--- config.mk ---
export PLATFORM = sky130hd
export DESIGN_NAME = mem_access_sequencer
export DESIGN_NICKNAME = d
export VERILOG_FILES = /design/src/rtl/mem_pkg.sv /design/src/rtl/mem_cmd_fifo.sv /design/src/rtl/mem_access_sequencer.sv
export SDC_FILE = /design/constraint.sdc
export NUM_CORES = 1
export LEC_CHECK = 0
export CORE_ASPECT_RATIO = 0.7
export CORE_UTILIZATION = 40
export DETAILED_ROUTE_END_ITERATION = 8
export GPL_ROUTABILITY_DRIVEN = 1
export GPL_TIMING_DRIVEN = 0
export PLACE_DENSITY = 0.65
export SLEW_MARGIN = 15
export SYNTH_ARGS = -nofsm -noshare
export SYNTH_HDL_FRONTEND = slang
export SYNTH_SLANG_ARGS = --single-unit
--- constraint.sdc ---
create_clock -name clk -period 6.8 [get_ports clk]
set_clock_uncertainty 0.2 [all_clocks]
set_input_delay 1.02 -clock clk [delete_from_list [all_inputs] [get_ports clk]]
set_output_delay 1.02 -clock clk [all_outputs]
set_load 0.03 [all_outputs]
--- src/rtl/mem_pkg.sv ---
// Shared types for the memory access sequencer: the queued command record and FSM states.
// Widths here are the defaults the top-level parameters must agree with.
package mem_pkg;

  localparam int MEM_DATA_W = 32;
  localparam int MEM_ADDR_W = 8;

  typedef struct packed {
    logic                  we;
    logic [MEM_ADDR_W-1:0] addr;
    logic [MEM_DATA_W-1:0] data;
  } mem_cmd_t;

  typedef enum logic [1:0] {
    IDLE,
    WRITE,
    READ,
    RESP
  } seq_state_e;

endpackage

--- src/rtl/mem_cmd_fifo.sv ---
// In-order synchronous FIFO of mem_cmd_t with occupancy count.
// Head entry is visible combinationally on o_pop_data; pop and push may coincide.
module mem_cmd_fifo
  import mem_pkg::*;
#(
  parameter  int DEPTH = 4,
  localparam int PTR_W = $clog2(DEPTH)
) (
  input  logic           clk,
  input  logic           rst,
  input  logic           i_push,
  input  mem_cmd_t       i_push_data,
  input  logic           i_pop,
  output mem_cmd_t       o_pop_data,
  output logic           o_full,
  output logic           o_empty,
  output logic [PTR_W:0] o_level
);

  mem_cmd_t         r_mem [DEPTH];
  logic [PTR_W-1:0] r_wr_ptr;
  logic [PTR_W-1:0] r_rd_ptr;
  logic [PTR_W:0]   r_level;
  logic             w_push;
  logic             w_pop;

  assign o_full     = (r_level == (PTR_W + 1)'(DEPTH));
  assign o_empty    = (r_level == '0);
  assign o_level    = r_level;
  assign o_pop_data = r_mem[r_rd_ptr];
  assign w_push     = i_push && !o_full;
  assign w_pop      = i_pop && !o_empty;

  // NOTE: storage has no reset; pointers and level alone define which entries are valid.
  always_ff @(posedge clk) begin
    if (w_push) r_mem[r_wr_ptr] <= i_push_data;
  end

  always_ff @(posedge clk) begin
    if (rst) begin
      r_wr_ptr <= '0;
      r_rd_ptr <= '0;
      r_level  <= '0;
    end else begin
      if (w_push) r_wr_ptr <= r_wr_ptr + 1'b1;
      if (w_pop)  r_rd_ptr <= r_rd_ptr + 1'b1;
      case ({w_push, w_pop})
        2'b10:   r_level <= r_level + 1'b1;
        2'b01:   r_level <= r_level - 1'b1;
        default: r_level <= r_level;
      endcase
    end
  end

endmodule

--- src/rtl/mem_access_sequencer.sv ---
// Command front-end for memory_module: queues read/write requests and replays them one at a
// time onto the single memory port, returning read data on a valid/ready response port.
module mem_access_sequencer
  import mem_pkg::*;
#(
  parameter  int DATA_WIDTH       = MEM_DATA_W,
  parameter  int ADDR_WIDTH       = MEM_ADDR_W,
  parameter  int FIFO_DEPTH       = 4,
  parameter  int MEM_READ_LATENCY = 1,
  localparam int LVL_W            = $clog2(FIFO_DEPTH) + 1
) (
  input  logic                  clk,
  input  logic                  rst,
  input  logic                  req_valid,
  output logic                  req_ready,
  input  logic                  req_we,
  input  logic [ADDR_WIDTH-1:0] req_addr,
  input  logic [DATA_WIDTH-1:0] req_data,
  output logic                  resp_valid,
  input  logic                  resp_ready,
  output logic [DATA_WIDTH-1:0] resp_data,
  output logic                  mem_we,
  output logic [ADDR_WIDTH-1:0] mem_addr,
  output logic [DATA_WIDTH-1:0] mem_wdata,
  input  logic [DATA_WIDTH-1:0] mem_rdata,
  output logic [LVL_W-1:0]      fifo_level,
  output logic                  busy
);

  localparam int LAT_W = (MEM_READ_LATENCY > 0) ? $clog2(MEM_READ_LATENCY + 1) : 1;
  localparam logic [LAT_W-1:0] LAT_LAST = LAT_W'(MEM_READ_LATENCY);

  seq_state_e            r_state;
  seq_state_e            w_state_next;
  mem_cmd_t              r_cmd;
  mem_cmd_t              w_req_cmd;
  mem_cmd_t              w_fifo_head;
  logic [LAT_W-1:0]      r_lat;
  logic [DATA_WIDTH-1:0] r_resp_data;
  logic                  w_full;
  logic                  w_empty;
  logic                  w_push;
  logic                  w_pop;
  logic                  w_read_done;

  assign w_req_cmd   = '{we: req_we, addr: req_addr, data: req_data};
  assign w_push      = req_valid && !w_full;
  assign w_pop       = (r_state == IDLE) && !w_empty;
  assign w_read_done = (r_state == READ) && (r_lat == LAT_LAST);

  mem_cmd_fifo #(
    .DEPTH (FIFO_DEPTH)
  ) u_fifo (
    .clk         (clk),
    .rst         (rst),
    .i_push      (w_push),
    .i_push_data (w_req_cmd),
    .i_pop       (w_pop),
    .o_pop_data  (w_fifo_head),
    .o_full      (w_full),
    .o_empty     (w_empty),
    .o_level     (fifo_level)
  );

  // NOTE: sequential state uses non-blocking assignments so every register samples pre-edge values.
  always_ff @(posedge clk) begin
    if (rst) r_state <= IDLE;
    else     r_state <= w_state_next;
  end

  // NOTE: the default assignment up front keeps this block free of inferred latches.
  always_comb begin
    w_state_next = r_state;
    case (r_state)
      IDLE:    if (!w_empty) w_state_next = w_fifo_head.we ? WRITE : READ;
      WRITE:   w_state_next = IDLE;
      READ:    if (w_read_done) w_state_next = RESP;
      RESP:    if (resp_ready) w_state_next = IDLE;
      default: w_state_next = IDLE;
    endcase
  end

  // Command, latency counter and response registers. r_cmd only changes on a pop, so the
  // memory address/data lines hold their last value through IDLE and RESP.
  always_ff @(posedge clk) begin
    if (rst) begin
      r_cmd       <= '0;
      r_lat       <= '0;
      r_resp_data <= '0;
    end else begin
      if (w_pop) r_cmd <= w_fifo_head;
      if (r_state == READ) r_lat <= w_read_done ? '0 : r_lat + 1'b1;
      else                 r_lat <= '0;
      if (w_read_done) r_resp_data <= mem_rdata;
    end
  end

  always_comb begin
    req_ready  = !w_full;
    resp_valid = (r_state == RESP);
    resp_data  = r_resp_data;
    mem_we     = (r_state == WRITE);
    mem_addr   = r_cmd.addr;
    mem_wdata  = r_cmd.data;
    busy       = (r_state != IDLE) || !w_empty;
  end

endmodule
Word level (Yosys, flattened, before mapping)
Memories as Yosys holds them, arrays and structs flattened. A register that Yosys moved wholly into a read port is not among the register bits. Index checks and enable logic that the tools add are counted.

Memories kept: 1. Register bits after elaboration: 82. RAM bits: 164. Logic and storage cells: 48. Output and inout port bits: 79.

Multiplexer cells: 10. Reduce and logical (&&, ||, !) cells: 14. Bitwise logic cells: 1. Equal/unequal tests: 9. Add/subtract/negate cells: 5.

Memory list: u_fifo.r_mem (depth 4, width 41, read ports 1, clocked after Yosys merged registers in 1, write ports 1, RTL line mem_cmd_fifo.sv:20) `mem_cmd_t r_mem [DEPTH];`.

Operators with widths (count): 2-bit 2-to-1 mux (6); 2-bit case mux with 4 select lines (1); 2-bit equality test (second input constant) (3); 3-bit case mux with 2 select lines (1); 1-bit logical AND (5); 2-bit by 1-bit adder with 2-bit output (second input constant) (2); 2-bit by 1-bit equality test with 1-bit output (second input constant) (2); 2-bit != test (second input constant) (2); 2-bit nonzero test (2); 3-bit by 1-bit adder with 3-bit output (second input constant) (1); 3-bit equality test (second input constant) (1); 3-bit logical NOT (1); 3-bit AND reduction (1); 3-bit OR reduction (1); 3-bit by 1-bit subtractor with 3-bit output (second input constant) (1); 1-bit logical NOT (2); 2-bit logical NOT (1); 1-bit 2-to-1 mux (2); 2-bit by 1-bit != test with 1-bit output (second input constant) (1); 1-bit adder (second input constant) (1); 1-bit logical OR (1); 1-bit inverter (1).

Depth between registers and ports, before layout
Word-level depth: 6. Mapped depth: 8. Depth with buffers taken out: 7.

Hierarchy
From an unflattened synthesis, not the netlist that was laid out.

Cells, all modules: 621. Area total of the unflattened synthesis: 9922.0 sq um.

Modules (own cells, without submodules): mem_cmd_fifo (sequential area each 5104.9 sq um, area each 6454.9 sq um, cells each 269, instances 1); mem_access_sequencer (sequential area each 1501.4 sq um, area each 3467.1 sq um, cells each 352, instances 1).

Worst setup path after synthesis
Ideal clock, no wire load.

Kind: flip-flop to flip-flop. From: register u_fifo.r_level[0], in the netlist u_fifo.o_level[0]. To: memory u_fifo.r_mem[0][0] (netlist name) (enable). Data arrival time: 2.340 ns. Buffers on the path: 1. Cell stages (with the launch flop): 4. Slack: 3.857 ns. Cells stage by stage: dfxtp_1 -> or3b_1 -> clkbuf_1 -> and3_1.

Word-level cells in the longest chain between the ends: 6.

Ends and longest elaborated chain: from (decl) (RTL line mem_cmd_fifo.sv:23) `logic [PTR_W:0] r_level;`; from (signal assigned) (RTL line mem_cmd_fifo.sv:48) `2'b10: r_level <= r_level + 1'b1;`; from (signal assigned) (RTL line mem_cmd_fifo.sv:49) `2'b01: r_level <= r_level - 1'b1;`; from (signal assigned) (RTL line mem_cmd_fifo.sv:50) `default: r_level <= r_level;`; 3-bit equality test * (RTL line mem_cmd_fifo.sv:27) `assign o_full = (r_level == (PTR_W + 1)'(DEPTH));`; 1-bit logical NOT *; named net req_ready (RTL line mem_access_sequencer.sv:15) `output logic req_ready,`; 1-bit logical AND (RTL line mem_access_sequencer.sv:47) `assign w_push = req_valid && !w_full;`; 1-bit logical AND * (RTL line mem_cmd_fifo.sv:31) `assign w_push = i_push && !o_full;`; 1-bit 2-to-1 mux * (RTL line mem_cmd_fifo.sv:36) `if (w_push) r_mem[r_wr_ptr] <= i_push_data;`; 1-bit 2-to-1 mux (implied by the code) * (RTL line mem_cmd_fifo.sv:36); to (decl) (RTL line mem_cmd_fifo.sv:20).

The timed path passes the listed nets; every way through them passes the cells marked *.

Worst setup path in the final report
From: register u_fifo.r_level[0], in the netlist u_fifo.o_level[0]. To: output port req_ready.

Word-level cells in the longest chain between the ends: 2.

Ends and longest elaborated chain: 3-bit equality test (RTL line mem_cmd_fifo.sv:27); 1-bit logical NOT (RTL line mem_access_sequencer.sv:99) `req_ready = !w_full;`; to (decl) (RTL line mem_access_sequencer.sv:15).

No other way between the ends.

==> impl_metrics.yaml <==
run_status:
  status: "finished with violations"
  violations: "design-rule violations"
clocking:
  cts_resized: 0
  cts_setup_buffers: 0
  tritoncts: "yes"
  cts_buffers: 24
  cts_hold_buf: 0
  h-tree-depth: 1
  clock_latency_ns: 0.50
  cts.clk_slew.worst_paths_ns: 0.06
  clock_sinks: 248
  root_buffer: "clkbuf_16"
  cts_buffer_depth: 3
placed_design:
  gp_congestion: 0.804
  port_buffers: 153
  post-dp-hpwl_um: 12100
  dp_cells: 952
  post-place-ws_ns: 3.83
synthesis:
  ys.flop_type: "edfxtp_1"
  ys_seq_elements: 248
  synth_edf_count: 164
  yosysUniqueCellTypes: 36
  yosys.area.top_type: "edfxtp_1"
  synth_top_area_share_pct: 55.9
  synth_seq_area_share_pct: 74.9
  synth_fp_nets: 597
  synthArstFlopShare_pct: 0
  syn-instance-count: 514
  yosys_warnings: 0
  syn_area_um2: 8810
  ys_top_cells_by_area: "edfxtp_1 56%, dfxtp_1 19%, mux4_2 10%"
  avgSynthCellArea_um2: 17.1
die:
  die_area_um2: 22600
  chipHeight_um: 126
  rows: 45
  initial_core_util_pct: 40.8
  ios: 156
  core_area_um2: 21600
  chipWidth_um: 179
grt:
  grt_pass1_vias: 5283
  grt_max_degree: 42
  grt_util_met2_pct: 27.1
  top_usage_layer: "met2"
  track_usage_pct: 16.6
  gr-usage-met3_pct: 3.88
  grt_use_met1_pct: 22.5
  grt_remaining_overflow: 0
  grt_pass1_wl_um: 29100
  antenna_found_initial: 1
finish:
  final_cells: 995
  antenna_cells: 0
  final-seq-area_um2: 6610
  layout_common_cells: "164 x edfxtp_1, 153 x clkdlybuf4s50_1, 84 x dfxtp_1, 68 x nand2_1, 41 x mux4_2"
  area_growth_pct: 31.7
  fin_nets: 779
  multiInputGateArea_um2: 2050
  drive_gt1_share_pct: 14.4
  fillCellCount: 1717
  final_common_cell: "edfxtp_1"
route:
  drt_iter0_drc: 349
  ant_nets: 0
  viasPerCell: 5.08
  first_pass_iters: 9
  num_vias: 5052
  wire_per_inst_um: 18.8
  drc: 8
  wl_um: 18800
critical_path:
  cp-start-kind: "flop"
  required_ns: 5.58
  path_max_fanout: 10
  slowest_stage: "clkdlybuf4s50_1"
  critical_path.cell_chain: "or3b_1, clkbuf_1, clkdlybuf4s50_1"
  critPathKind: "reg2out"
  crit_path_end_kind: "primary output"
  r2r-start: "u_fifo.o_level[0]$_SDFFE_PP0P_"
  startpoint: "u_fifo.o_level[0]$_SDFFE_PP0P_"
  max_stage_delay_ns: 0.77
  crit_arrival_ns: 2.22
timing:
  final.setup.tns_ns: 0
  tightest_slew_ns: 0.950
  max_freq_mhz: 291
  fin_crit_sh_pct: 50.5
  hold_slack_ns: 0.254
  period_needed_ns: 3.44
  maxSlewHeadroom_pct: 36.1
  hold_violations: 0
  slew_viol_final: 0
  timing.final.ws_setup_ns: 3.36
  final-setup-viol-count: 0
  rsz0062_at_grt: "no"
power_and_ir_drop:
  power.density_nw_per_um2: 404
  sequentialPowerShare_pct: 42.0
  leakage_nw: 3.87
  swShare_pct: 29.9
  power_frac_clock_pct: 29.4
  p_int_mw: 3.29
  p_switching_mw: 1.40
  p_comb_share_pct: 28.6
  ir_drop_mv: 0.198
run:
  max-cap-violations: 0
worst_hold_path:
  min-delay-start: "resp_data[29]$_SDFFE_PP0P_"
  hold_path.class: "reg2reg"
-- stage by stage --
step           util (%)  instance area (µm²)  power (mW)
2_1_floorplan         -                 8810        2.80
3_3_place_gp       49.5                10700        3.32
3_5_place_dp       49.8                10800        3.35
4_1_cts            53.7                11600        4.74
5_1_grt            53.7                11600        4.89
6_report           53.7                11600        4.69
-- final timing paths --
kind,endpoint,slack (ns),depth (start not counted)
hold / removal,resp_data[29]$_SDFFE_PP0P_,0.25,2
setup / recovery,req_ready,3.36,3
setup reg to reg,u_fifo.o_level[2]$_SDFFE_PP0P_,4.15,7
hold reg to reg,resp_data[29]$_SDFFE_PP0P_,0.25,2
-- synth_stat cells, drive strengths merged (2+ instances only) --
library cell / number
edfxtp: 164
dfxtp: 84
nand2: 68
mux4: 41
a22o: 40
a21oi: 39
clkbuf: 18
buf: 16
ha: 5
and3: 4
nor2: 4
inv: 3
nand3b: 3
or3: 3
a21o: 2
nand3: 2
nor2b: 2
nor3: 2
-- worst max-delay path, delay by kind of cell, from the launching register on --
family / cells / cell delay (ns)
DFF: 1 / 0.45
buffers and inverters: 2 / 1.12
and+or+nand+nor: 1 / 0.15
-- flip-flops by register name (all words and copies together), names as in the netlist, named ones only --
signal / count
u_fifo.r_rd_ptr: 2
u_fifo.o_level: 3
resp_data: 32
mem_addr: 8
u_fifo.r_mem: 164
u_fifo.r_wr_ptr: 2
mem_wdata: 32
r_lat: 1
r_state: 2
-- cell type report --
cell class / count / share of cell area (%)
Buffer: 34 / 1.34
Timing Repair Buffer: 156 / 13.7
Clock buffer: 33 / 6.17
Multi-Input combinational cell: 229 / 17.7
Tap cell: 282 / 3.04
Inverter: 3 / 0.0970
Clock inverter: 10 / 1.07
Sequential cell: 248 / 56.9
-- routing by layer --
| metal | up-vias | part of all wire [%] |
|---|---|---|
| li1 | 2343 | - |
| met1 | 2575 | 46 |
| met2 | 108 | 48 |
| met3 | 26 | 4.3 |
| met4 | 0 | 1.8 |
| met5 | - | 0 |
-- power groups by stage --
stage          Combinational [mW]  Clock (mW)  Sequential [mW]
6_report                     1.34        1.38             1.97
5_1_grt                      1.43        1.47             1.99
4_1_cts                      1.36        1.41             1.97
3_5_place_dp                 1.35           0             2.00
3_3_place_gp                 1.32           0             2.00
2_1_floorplan               0.574           0             2.23
-- kinds of logic (layout without fill, tap and decap cells) --
family / count (synthesis) / count (layout) / share of synthesized area (%)
multiplexers: 42 / 42 / 10.6
buffers and inverters: 37 / 236 / 1.89
AO/OA/AOI/OAI: 86 / 86 / 6.83
XOR/XNOR: 2 / 2 / 0.199
adder cells (fa/ha/maj): 6 / 6 / 0.937
AND/OR/NAND/NOR: 93 / 93 / 4.61
flip-flops: 248 / 248 / 74.9
Power figures use the tool's default switching activity.
